[src/rtl/pmod_btn_pkg.sv]
// Shared types and defaults for the PMOD button reader.
// Optional auto-repeat is enabled by defining PMOD_BTN_AUTOREPEAT_EN.
package pmod_btn_pkg;
  localparam int EVT_ID_W         = 3;
  localparam int DEF_TICK_DIV     = 10;
  localparam int DEF_STABLE_TICKS = 4;
  localparam int DEF_REPEAT_DELAY = 32;
  localparam int DEF_REPEAT_RATE  = 8;

  typedef enum logic {
    EVT_IDLE = 1'b0,
    EVT_SHOW = 1'b1
  } evt_state_t;
endpackage

[src/rtl/pmod_btn_debounce.sv]
// One channel: 2-flop synchroniser, tick-based debouncer, press/release strobes.
// With PMOD_BTN_AUTOREPEAT_EN a hold counter re-strobes press while held.
module pmod_btn_debounce
  import pmod_btn_pkg::*;
#(
  parameter int STABLE_TICKS = DEF_STABLE_TICKS
`ifdef PMOD_BTN_AUTOREPEAT_EN
  , parameter int REPEAT_DELAY = DEF_REPEAT_DELAY,
  parameter int REPEAT_RATE  = DEF_REPEAT_RATE
`endif
) (
  input  logic CLK,
  input  logic RST,
  input  logic tick,
  input  logic pin_n,
  output logic level,
  output logic press,
  output logic rel
);
  localparam logic [3:0] CNT_LAST = 4'(STABLE_TICKS - 1);

  logic       sync1, sync2;
  logic       raw;
  logic [3:0] cnt;
  logic       flip;
  logic       rep_hit;

  // Sync flops reset to the released (high) pin level.
  always_ff @(posedge CLK or posedge RST) begin
    if (RST) begin
      sync1 <= 1'b1;
      sync2 <= 1'b1;
    end else begin
      sync1 <= pin_n;
      sync2 <= sync1;
    end
  end

  assign raw  = ~sync2;
  assign flip = tick && (raw != level) && (cnt == CNT_LAST);

  always_ff @(posedge CLK or posedge RST) begin
    if (RST) begin
      cnt   <= '0;
      level <= 1'b0;
      press <= 1'b0;
      rel   <= 1'b0;
    end else begin
      if (tick) begin
        if ((raw == level) || (cnt == CNT_LAST)) cnt <= '0;
        else                                     cnt <= cnt + 4'd1;
      end
      if (flip) level <= raw;
      press <= (flip && raw) || rep_hit;
      rel   <= flip && !raw;
    end
  end

`ifdef PMOD_BTN_AUTOREPEAT_EN
  localparam int HOLD_W = $clog2(REPEAT_DELAY + 1);
  localparam logic [HOLD_W-1:0] HOLD_LAST   = HOLD_W'(REPEAT_DELAY - 1);
  localparam logic [HOLD_W-1:0] HOLD_RELOAD = HOLD_W'(REPEAT_DELAY - REPEAT_RATE);

  logic [HOLD_W-1:0] hold;

  // Reloading to DELAY-RATE makes later repeats land every REPEAT_RATE ticks.
  assign rep_hit = tick && level && !flip && (hold == HOLD_LAST);

  always_ff @(posedge CLK or posedge RST) begin
    if (RST) begin
      hold <= '0;
    end else if (flip || !level) begin
      hold <= '0;
    end else if (tick) begin
      hold <= rep_hit ? HOLD_RELOAD : hold + 1'b1;
    end
  end
`else
  assign rep_hit = 1'b0;
`endif
endmodule

[src/rtl/pmod_btn_reader.sv]
// PMOD button reader: per-pin debounce, pending edge events, valid/ready event port.
// Define PMOD_BTN_AUTOREPEAT_EN to add press auto-repeat while a button is held.
module pmod_btn_reader
  import pmod_btn_pkg::*;
#(
  parameter int N_CH         = 8,
  parameter int TICK_DIV     = DEF_TICK_DIV,
  parameter int STABLE_TICKS = DEF_STABLE_TICKS
`ifdef PMOD_BTN_AUTOREPEAT_EN
  , parameter int REPEAT_DELAY = DEF_REPEAT_DELAY,
  parameter int REPEAT_RATE  = DEF_REPEAT_RATE
`endif
) (
  input  logic                CLK,
  input  logic                RST,
  input  logic [N_CH-1:0]     PMOD_IN,
  output logic [N_CH-1:0]     BTN_STATE,
  output logic [N_CH-1:0]     BTN_PRESS,
  output logic [N_CH-1:0]     BTN_RELEASE,
  output logic                EVT_VALID,
  input  logic                EVT_READY,
  output logic [EVT_ID_W-1:0] EVT_ID,
  output logic                EVT_PRESS,
  output logic                OVERRUN,
  output logic                DBG_EVT_STATE
);
  // Event port: EVT_ID/EVT_PRESS are stable whenever EVT_VALID is high; an event
  // transfers on a rising CLK edge with EVT_VALID && EVT_READY, then EVT_VALID drops for one cycle.
  logic [TICK_DIV-1:0] presc;
  logic                tick;
  logic [N_CH-1:0]     press_pend, rel_pend, clr_press, clr_rel;
  evt_state_t          state_q, state_d;
  logic                valid_d, evt_press_d;
  logic [EVT_ID_W-1:0] evt_id_d;
  logic                sel_any, sel_press;
  logic [EVT_ID_W-1:0] sel_id;

  always_ff @(posedge CLK or posedge RST) begin
    if (RST) presc <= '0;
    else     presc <= presc + 1'b1;
  end

  assign tick = &presc;

  for (genvar g = 0; g < N_CH; g++) begin : g_ch
    pmod_btn_debounce #(
      .STABLE_TICKS(STABLE_TICKS)
`ifdef PMOD_BTN_AUTOREPEAT_EN
      , .REPEAT_DELAY(REPEAT_DELAY),
      .REPEAT_RATE (REPEAT_RATE)
`endif
    ) u_db (
      .CLK  (CLK),
      .RST  (RST),
      .tick (tick),
      .pin_n(PMOD_IN[g]),
      .level(BTN_STATE[g]),
      .press(BTN_PRESS[g]),
      .rel  (BTN_RELEASE[g])
    );
  end

  // Descending scan so the lowest pending channel wins; press beats release.
  always_comb begin
    sel_any   = 1'b0;
    sel_press = 1'b0;
    sel_id    = '0;
    for (int i = N_CH - 1; i >= 0; i--) begin
      if (press_pend[i] || rel_pend[i]) begin
        sel_any   = 1'b1;
        sel_press = press_pend[i];
        sel_id    = EVT_ID_W'(i);
      end
    end
  end

  always_comb begin
    state_d     = state_q;
    valid_d     = EVT_VALID;
    evt_id_d    = EVT_ID;
    evt_press_d = EVT_PRESS;
    clr_press   = '0;
    clr_rel     = '0;
    case (state_q)
      EVT_IDLE: begin
        if (sel_any) begin
          state_d     = EVT_SHOW;
          valid_d     = 1'b1;
          evt_id_d    = sel_id;
          evt_press_d = sel_press;
        end
      end
      EVT_SHOW: begin
        if (EVT_READY) begin
          state_d = EVT_IDLE;
          valid_d = 1'b0;
          for (int i = 0; i < N_CH; i++) begin
            if (EVT_ID == EVT_ID_W'(i)) begin
              clr_press[i] = EVT_PRESS;
              clr_rel[i]   = !EVT_PRESS;
            end
          end
        end
      end
      default: state_d = EVT_IDLE;
    endcase
  end

  // A new strobe always re-sets its pending bit, even in the cycle it is consumed.
  always_ff @(posedge CLK or posedge RST) begin
    if (RST) begin
      state_q    <= EVT_IDLE;
      EVT_VALID  <= 1'b0;
      EVT_ID     <= '0;
      EVT_PRESS  <= 1'b0;
      press_pend <= '0;
      rel_pend   <= '0;
      OVERRUN    <= 1'b0;
    end else begin
      state_q    <= state_d;
      EVT_VALID  <= valid_d;
      EVT_ID     <= evt_id_d;
      EVT_PRESS  <= evt_press_d;
      press_pend <= (press_pend & ~clr_press) | BTN_PRESS;
      rel_pend   <= (rel_pend & ~clr_rel) | BTN_RELEASE;
      if (|((BTN_PRESS & press_pend & ~clr_press) | (BTN_RELEASE & rel_pend & ~clr_rel)))
        OVERRUN <= 1'b1;
    end
  end

  assign DBG_EVT_STATE = (state_q == EVT_SHOW);
endmodule

[config.mk]
export PLATFORM = sky130hd
export DESIGN_NAME = pmod_btn_reader
export DESIGN_NICKNAME = d
export VERILOG_FILES = /design/src/rtl/pmod_btn_pkg.sv /design/src/rtl/pmod_btn_debounce.sv /design/src/rtl/pmod_btn_reader.sv
export SDC_FILE = /design/constraint.sdc
export NUM_CORES = 1
export LEC_CHECK = 0
export BUFFER_PORTS_ARGS = -buffer_cell sky130_fd_sc_hd__buf_2
export CAP_MARGIN = 40
export CORE_MARGIN = 1.5
export CORE_UTILIZATION = 24
export DETAILED_ROUTE_END_ITERATION = 7
export PLACE_DENSITY = 0.42
export SLEW_MARGIN = 25
export SYNTH_ARGS = -nofsm -noshare
export SYNTH_HDL_FRONTEND = slang
export SYNTH_HIERARCHICAL = 1
export SYNTH_SLANG_ARGS = --single-unit
[constraint.sdc]
create_clock -name CLK -period 5.9 [get_ports CLK]
set_clock_uncertainty 0.2 [all_clocks]
set_input_delay 0.295 -clock CLK [delete_from_list [all_inputs] [get_ports CLK]]
set_output_delay 0.295 -clock CLK [all_outputs]
set_load 0.01 [all_outputs]
Word level (Yosys, flattened, before mapping)
Cells that the tools add are included.
{"block": "totals", "register_bits": 105, "input_bits": 11, "word_cells": 230, "out_inout_bits": 31}
{"block": "classes", "add_sub_neg": 9, "eq_ne": 33, "mux": 58, "reduce_logical": 54, "bitwise_logic": 20}
{"cell": "8-bit bitwise AND", "count": 6}
{"cell": "1-bit 2-to-1 mux", "count": 36}
{"cell": "4-bit by 1-bit adder with 4-bit output (second input constant)", "count": 8}
{"cell": "4-bit by 2-bit equality test with 1-bit output (second input constant)", "count": 8}
{"cell": "1-bit logical AND", "count": 32}
{"cell": "4-bit 2-to-1 mux", "count": 8}
{"cell": "8-bit 2-to-1 mux", "count": 4}
{"cell": "3-bit 2-to-1 mux", "count": 8}
{"cell": "8-bit bitwise OR", "count": 3}
{"cell": "1-bit logical OR", "count": 16}
{"cell": "8-bit NOT", "count": 2}
{"cell": "3-bit equality test (second input constant)", "count": 4}
{"cell": "10-bit by 1-bit adder with 10-bit output (second input constant)", "count": 1}
{"cell": "10-bit AND reduction", "count": 1}
{"cell": "1-bit NOT", "count": 9}
{"cell": "1-bit equality test", "count": 8}
{"cell": "1-bit != test", "count": 8}
{"cell": "8-bit OR reduction", "count": 1}
{"cell": "3-bit by 2-bit equality test with 1-bit output (second input constant)", "count": 2}
{"cell": "2-bit != test (second input constant)", "count": 2}
{"cell": "1-bit one-hot mux with 2 select lines", "count": 2}
{"cell": "2-bit AND reduction", "count": 2}
{"cell": "3-bit by 1-bit equality test with 1-bit output (second input constant)", "count": 1}
{"cell": "3-bit logical NOT", "count": 1}
{"cell": "1-bit logical NOT", "count": 1}

Logic depth before layout (Yosys ltp)
{"block": "logic_depth", "ltp_word": 11, "ltp_mapped": 6}

Cells and area by module
Netlist, hierarchy kept.
{"mod": "pmod_btn_debounce", "seq_area_each_um2": 227.7, "instances": 8, "cells_each": 33, "area_each_um2": 394.1}
{"mod": "pmod_btn_reader", "seq_area_each_um2": 825.8, "instances": 1, "cells_each": 161, "area_each_um2": 1646.6}

Worst setup path after synthesis
OpenSTA, ideal clock, no wires.
{"block": "synth_timing", "path_type": "reg-to-reg", "start": "reg presc[0]", "end": "reg g_ch[0].u_db.press", "t_arrival_ns": 4.147, "synth_period_minus_slack_ns": 4.427, "setup_slack_ns": 1.473, "path_buffers": 0, "stages_incl_launch_ff": 6, "cell_sequence": "dfrtp_1 > ha_1 > nand2_1 > nor3_1 > and4bb_1 > nor3b_2"}
{"block": "synth_via", "elab_chain_cells": 4}
{"item": "start, declared", "line": "pmod_btn_reader.sv:29", "rtl": "logic [TICK_DIV-1:0] presc;"}
{"item": "start signal, assigned", "line": "pmod_btn_reader.sv:40", "rtl": "else presc <= presc + 1'b1;"}
{"item": "10-bit AND reduction", "line": "pmod_btn_reader.sv:43", "rtl": "assign tick = &presc;"}
{"item": "net tick", "line": "pmod_btn_reader.sv:30", "rtl": "logic tick;"}
{"item": "1-bit logical AND (2 in series)", "line": "pmod_btn_debounce.sv:40", "rtl": "assign flip = tick && (raw != level) && (cnt == CNT_LAST);"}
{"item": "1-bit logical AND", "line": "pmod_btn_debounce.sv:54", "rtl": "press <= (flip && raw) || rep_hit;"}
{"item": "end signal, assigned", "line": "pmod_btn_debounce.sv:54"}
{"item": "end, declared", "line": "pmod_btn_debounce.sv:17", "rtl": "output logic press,"}
The timed path passes the listed nets, and every way through them passes these cells.
A chain may end at the register's enable or synchronous reset.

Final worst setup path
{"block": "layout_timing", "start": "reg state_q (netlist: DBG_EVT_STATE)", "end": "reg OVERRUN"}
{"block": "layout_via", "elab_chain_cells": 5, "word_cells_on_any_way": 8, "classes_between": "2 x mux; 5 x bitwise; 1 x reduce/logical"}
{"item": "start, declared", "line": "pmod_btn_reader.sv:32", "rtl": "evt_state_t state_q, state_d;"}
{"item": "start signal, assigned", "line": "pmod_btn_reader.sv:120", "rtl": "state_q <= state_d;"}
{"item": "8-bit 2-to-1 mux", "line": "pmod_btn_reader.sv:84", "rtl": "case (state_q)"}
{"item": "8-bit NOT", "line": "pmod_btn_reader.sv:126", "rtl": "if (|((BTN_PRESS & press_pend & ~clr_press) | (BTN_RELEASE & rel_pend & ~clr_rel)))"}
{"item": "8-bit bitwise AND", "line": "pmod_btn_reader.sv:126"}
{"item": "8-bit bitwise OR *", "line": "pmod_btn_reader.sv:126"}
{"item": "8-bit OR reduction *", "line": "pmod_btn_reader.sv:126"}
{"item": "end signal, assigned", "line": "pmod_btn_reader.sv:118", "rtl": "OVERRUN <= 1'b0;"}
{"item": "end signal, assigned", "line": "pmod_btn_reader.sv:127", "rtl": "OVERRUN <= 1'b1;"}
{"item": "end, declared", "line": "pmod_btn_reader.sv:24", "rtl": "output logic OVERRUN,"}
Mark *: on every way between the ends. The rest lies on a longest branch, timed or not.

==> results.json <==
{
  "grtUsageTotal_pct": 10.9,
  "dieArea_mm2": 0.0209,
  "synth_area_leaders": "dfrtp_1 (46%), dfstp_2 (8.8%), a21o_1 (3.4%)",
  "drt_iter0_drc": 145,
  "clk_latency_ps": 360,
  "post-route-util_pct": 29.6,
  "final_cell_mix": "dfrtp_1 (89), buf_2 (41), nand2_1 (25), nand2b_1 (25), nor2_1 (23)",
  "critPathMaxFanout": 13,
  "yosys.area.top_type": "dfrtp_1",
  "maxCapViolations": 0,
  "drv_slew": 0,
  "relSlewSlack_pct": 58.7,
  "cts.sinks": 105,
  "cts_buffers": 9,
  "p_leak_nw": 2.85,
  "hpwl_um": 7710,
  "final_common_cell": "dfrtp_1",
  "finalNetCount": 507,
  "grt_overflow_total": 0,
  "min_period_over_period_pct": 35.5,
  "area_growth_pct": 20.4,
  "drc": 0,
  "yosysWarnings": 6,
  "grt_antenna_before_repair": 0,
  "tritoncts": "yes",
  "finalSetupViolCount": 0,
  "yosys.cell_types.count": 49,
  "fin_cells": 757,
  "fp.dieH_um": 144,
  "finalCriticalPeriod_ps": 2090,
  "ant_nets": 0,
  "dp.cells": 731,
  "syn_inst": 425,
  "rsz0062_at_grt": "false",
  "firstDrtPassIters": 4,
  "endpoint_kind": "flop",
  "core_area_mm2": 0.0195,
  "path_cells": "and4b_1, a21oi_2, a2111oi_2, and4b_1, nand4_1",
  "io_buffers": 41,
  "io_pins": 42,
  "status": "completed",
  "cpPeakStageDelay_ps": 620,
  "ctsHtreeMaxLevel": 3,
  "grt_pass1_vias": 3299,
  "crit_type": "flop to flop",
  "antenna_cells": 0,
  "timing.setup.tns_ps": 0,
  "start_kind": "flop",
  "cp.arrival_ps": 2120,
  "die_w_um": 144,
  "start_util_pct": 24.6,
  "grt_pass1_wl_um": 17200,
  "crit_slowest_cell": "dfrtp_1",
  "layout-drive-gt1-share_pct": 23.2,
  "cts_root_buf": "clkbuf_16",
  "ys_seq_area_share_pct": 55.2,
  "finalHoldViolCount": 0,
  "synth-main-ff-cell": "dfrtp_1",
  "cts_resized": 0,
  "synth_top_area_share_pct": 46.4,
  "vias": 3344,
  "path_buf_inv": 0,
  "synth-seq-cells": 105,
  "rows": 51,
  "hp-class": "flop to flop",
  "syn-cell-area_mm2": 0.00480,
  "via_per_inst": 4.42,
  "syn_area_per_cell_um2": 11.3,
  "path_delay_family": "simple AND/OR/NAND/NOR gates",
  "vdd_drop_max_mv": 0.138,
  "synth_nets": 445,
  "finalPower_mw": 1.60,
  "synth_edf_count": 0,
  "path_clk_slew_ps": 70,
  "path_common_cell": "and4b_1",
  "grt_max_degree": 46,
  "wl_um": 10400,
  "ctsLongestPathBuffers": 2,
  "p_per_area_mw_per_mm2": 278,
  "tightest_slew_ps": 613,
  "fmax_ghz": 0.478,
  "async_flop_share_pct": 100,
  "gp_congestion": 0.801,
  "wl_per_cell_um": 13.8,
  "crit_required_ps": 5930
}
-- per-stage QoR --
stage / hold WS, ps / setup slack, ps / area, um^2
2_1_floorplan: -78.5 / 1470 / 4800
3_3_place_gp: 145 / 3870 / 5340
3_5_place_dp: 147 / 3810 / 5340
4_1_cts: 158 / 3810 / 5780
5_1_grt: 160 / 3630 / 5780
6_report: 157 / 3810 / 5780
-- power by group --
group / internal, mW / switching, mW
combinational: 0.0634 / 0.0805
clock: 0.381 / 0.292
sequential: 0.747 / 0.0394
-- logic make-up (layout without fill, tap and decap cells) --
family / Yosys count / count (layout) / synth area share (%)
AOI/OAI and AO/OA: 94 / 94 / 13.5
xor gates and xnor gates: 16 / 16 / 2.92
adders and majority gates: 9 / 9 / 2.35
buffers and inverters: 31 / 98 / 2.74
DFF: 105 / 105 / 55.2
muxes: 9 / 9 / 1.88
and+or+nand+nor: 161 / 161 / 21.4
-- sequential cells by signal (all words and copies together), names as in the netlist --
| name | flops |
|---|---|
| rel_pend | 8 |
| EVT_PRESS | 1 |
| EVT_VALID | 1 |
| g_ch.u_db/level | 8 |
| press_pend | 8 |
| g_ch.u_db/press | 8 |
| presc | 10 |
| g_ch.u_db/sync1 | 8 |
| g_ch.u_db/cnt | 32 |
| DBG_EVT_STATE | 1 |
| OVERRUN | 1 |
| EVT_ID | 3 |
| g_ch.u_db/sync2 | 8 |
| g_ch.u_db/rel | 8 |
-- cell usage after synthesis, drive strengths merged, types with 12 or more instances --
| cell | count |
|---|---|
| dfrtp | 89 |
| nand2 | 25 |
| o22ai | 16 |
| nand2b | 25 |
| a21o | 22 |
| a21oi | 20 |
| nor2b | 12 |
| nor2 | 23 |
| dfstp | 16 |
| o21ai | 17 |
| inv | 28 |
| nand3 | 20 |
-- metal layers --
layer | vias up | routed length (um) | part of all wire [%] | GRT usage (%)
met5 | - | 0 | 0 | 0
met4 | 0 | 200 | 1.9 | 4.63
met3 | 13 | 289 | 2.8 | 2.58
met2 | 39 | 4980 | 48 | 17.7
met1 | 1656 | 4980 | 48 | 14.0
li1 | 1636 | - | - | -
-- path summary, 6_finish.rpt --
| check | from | end | slack, ps | cells past startpoint |
|---|---|---|---|---|
| worst max-delay path | DBG_EVT_STATE | OVERRUN | 3810 | 5 |
| worst min register to register | g_ch[6].u_db/sync1 | g_ch[6].u_db/sync2 | 160 | 0 |
| min in group asynchronous | RST | g_ch[3].u_db/cnt[0] | 360 | 3 |
| worst min-delay path | g_ch[6].u_db/sync1 | g_ch[6].u_db/sync2 | 160 | 0 |
| max in group asynchronous | RST | EVT_ID[1] | 4430 | 4 |
| worst max register to register | DBG_EVT_STATE | OVERRUN | 3810 | 5 |
-- what timing repair did --
| item | 4_1_cts | 5_1_grt |
|---|---|---|
| endpoints found under the hold margin | 76 | 0 |
| hold buffers | 10 | 0 |
| setup buffers | 0 | 0 |
-- layout make-up --
class,count,area [um^2]
Multi-Input combinational cell,289,2030
Tap cell,265,332
Inverter,28,105
Fill cell,2059,13700
Clock inverter,7,114
Timing Repair Buffer,54,328
Sequential cell,105,2650
Clock buffer,9,225
Note: power is estimated with default switching activity, not from simulation.
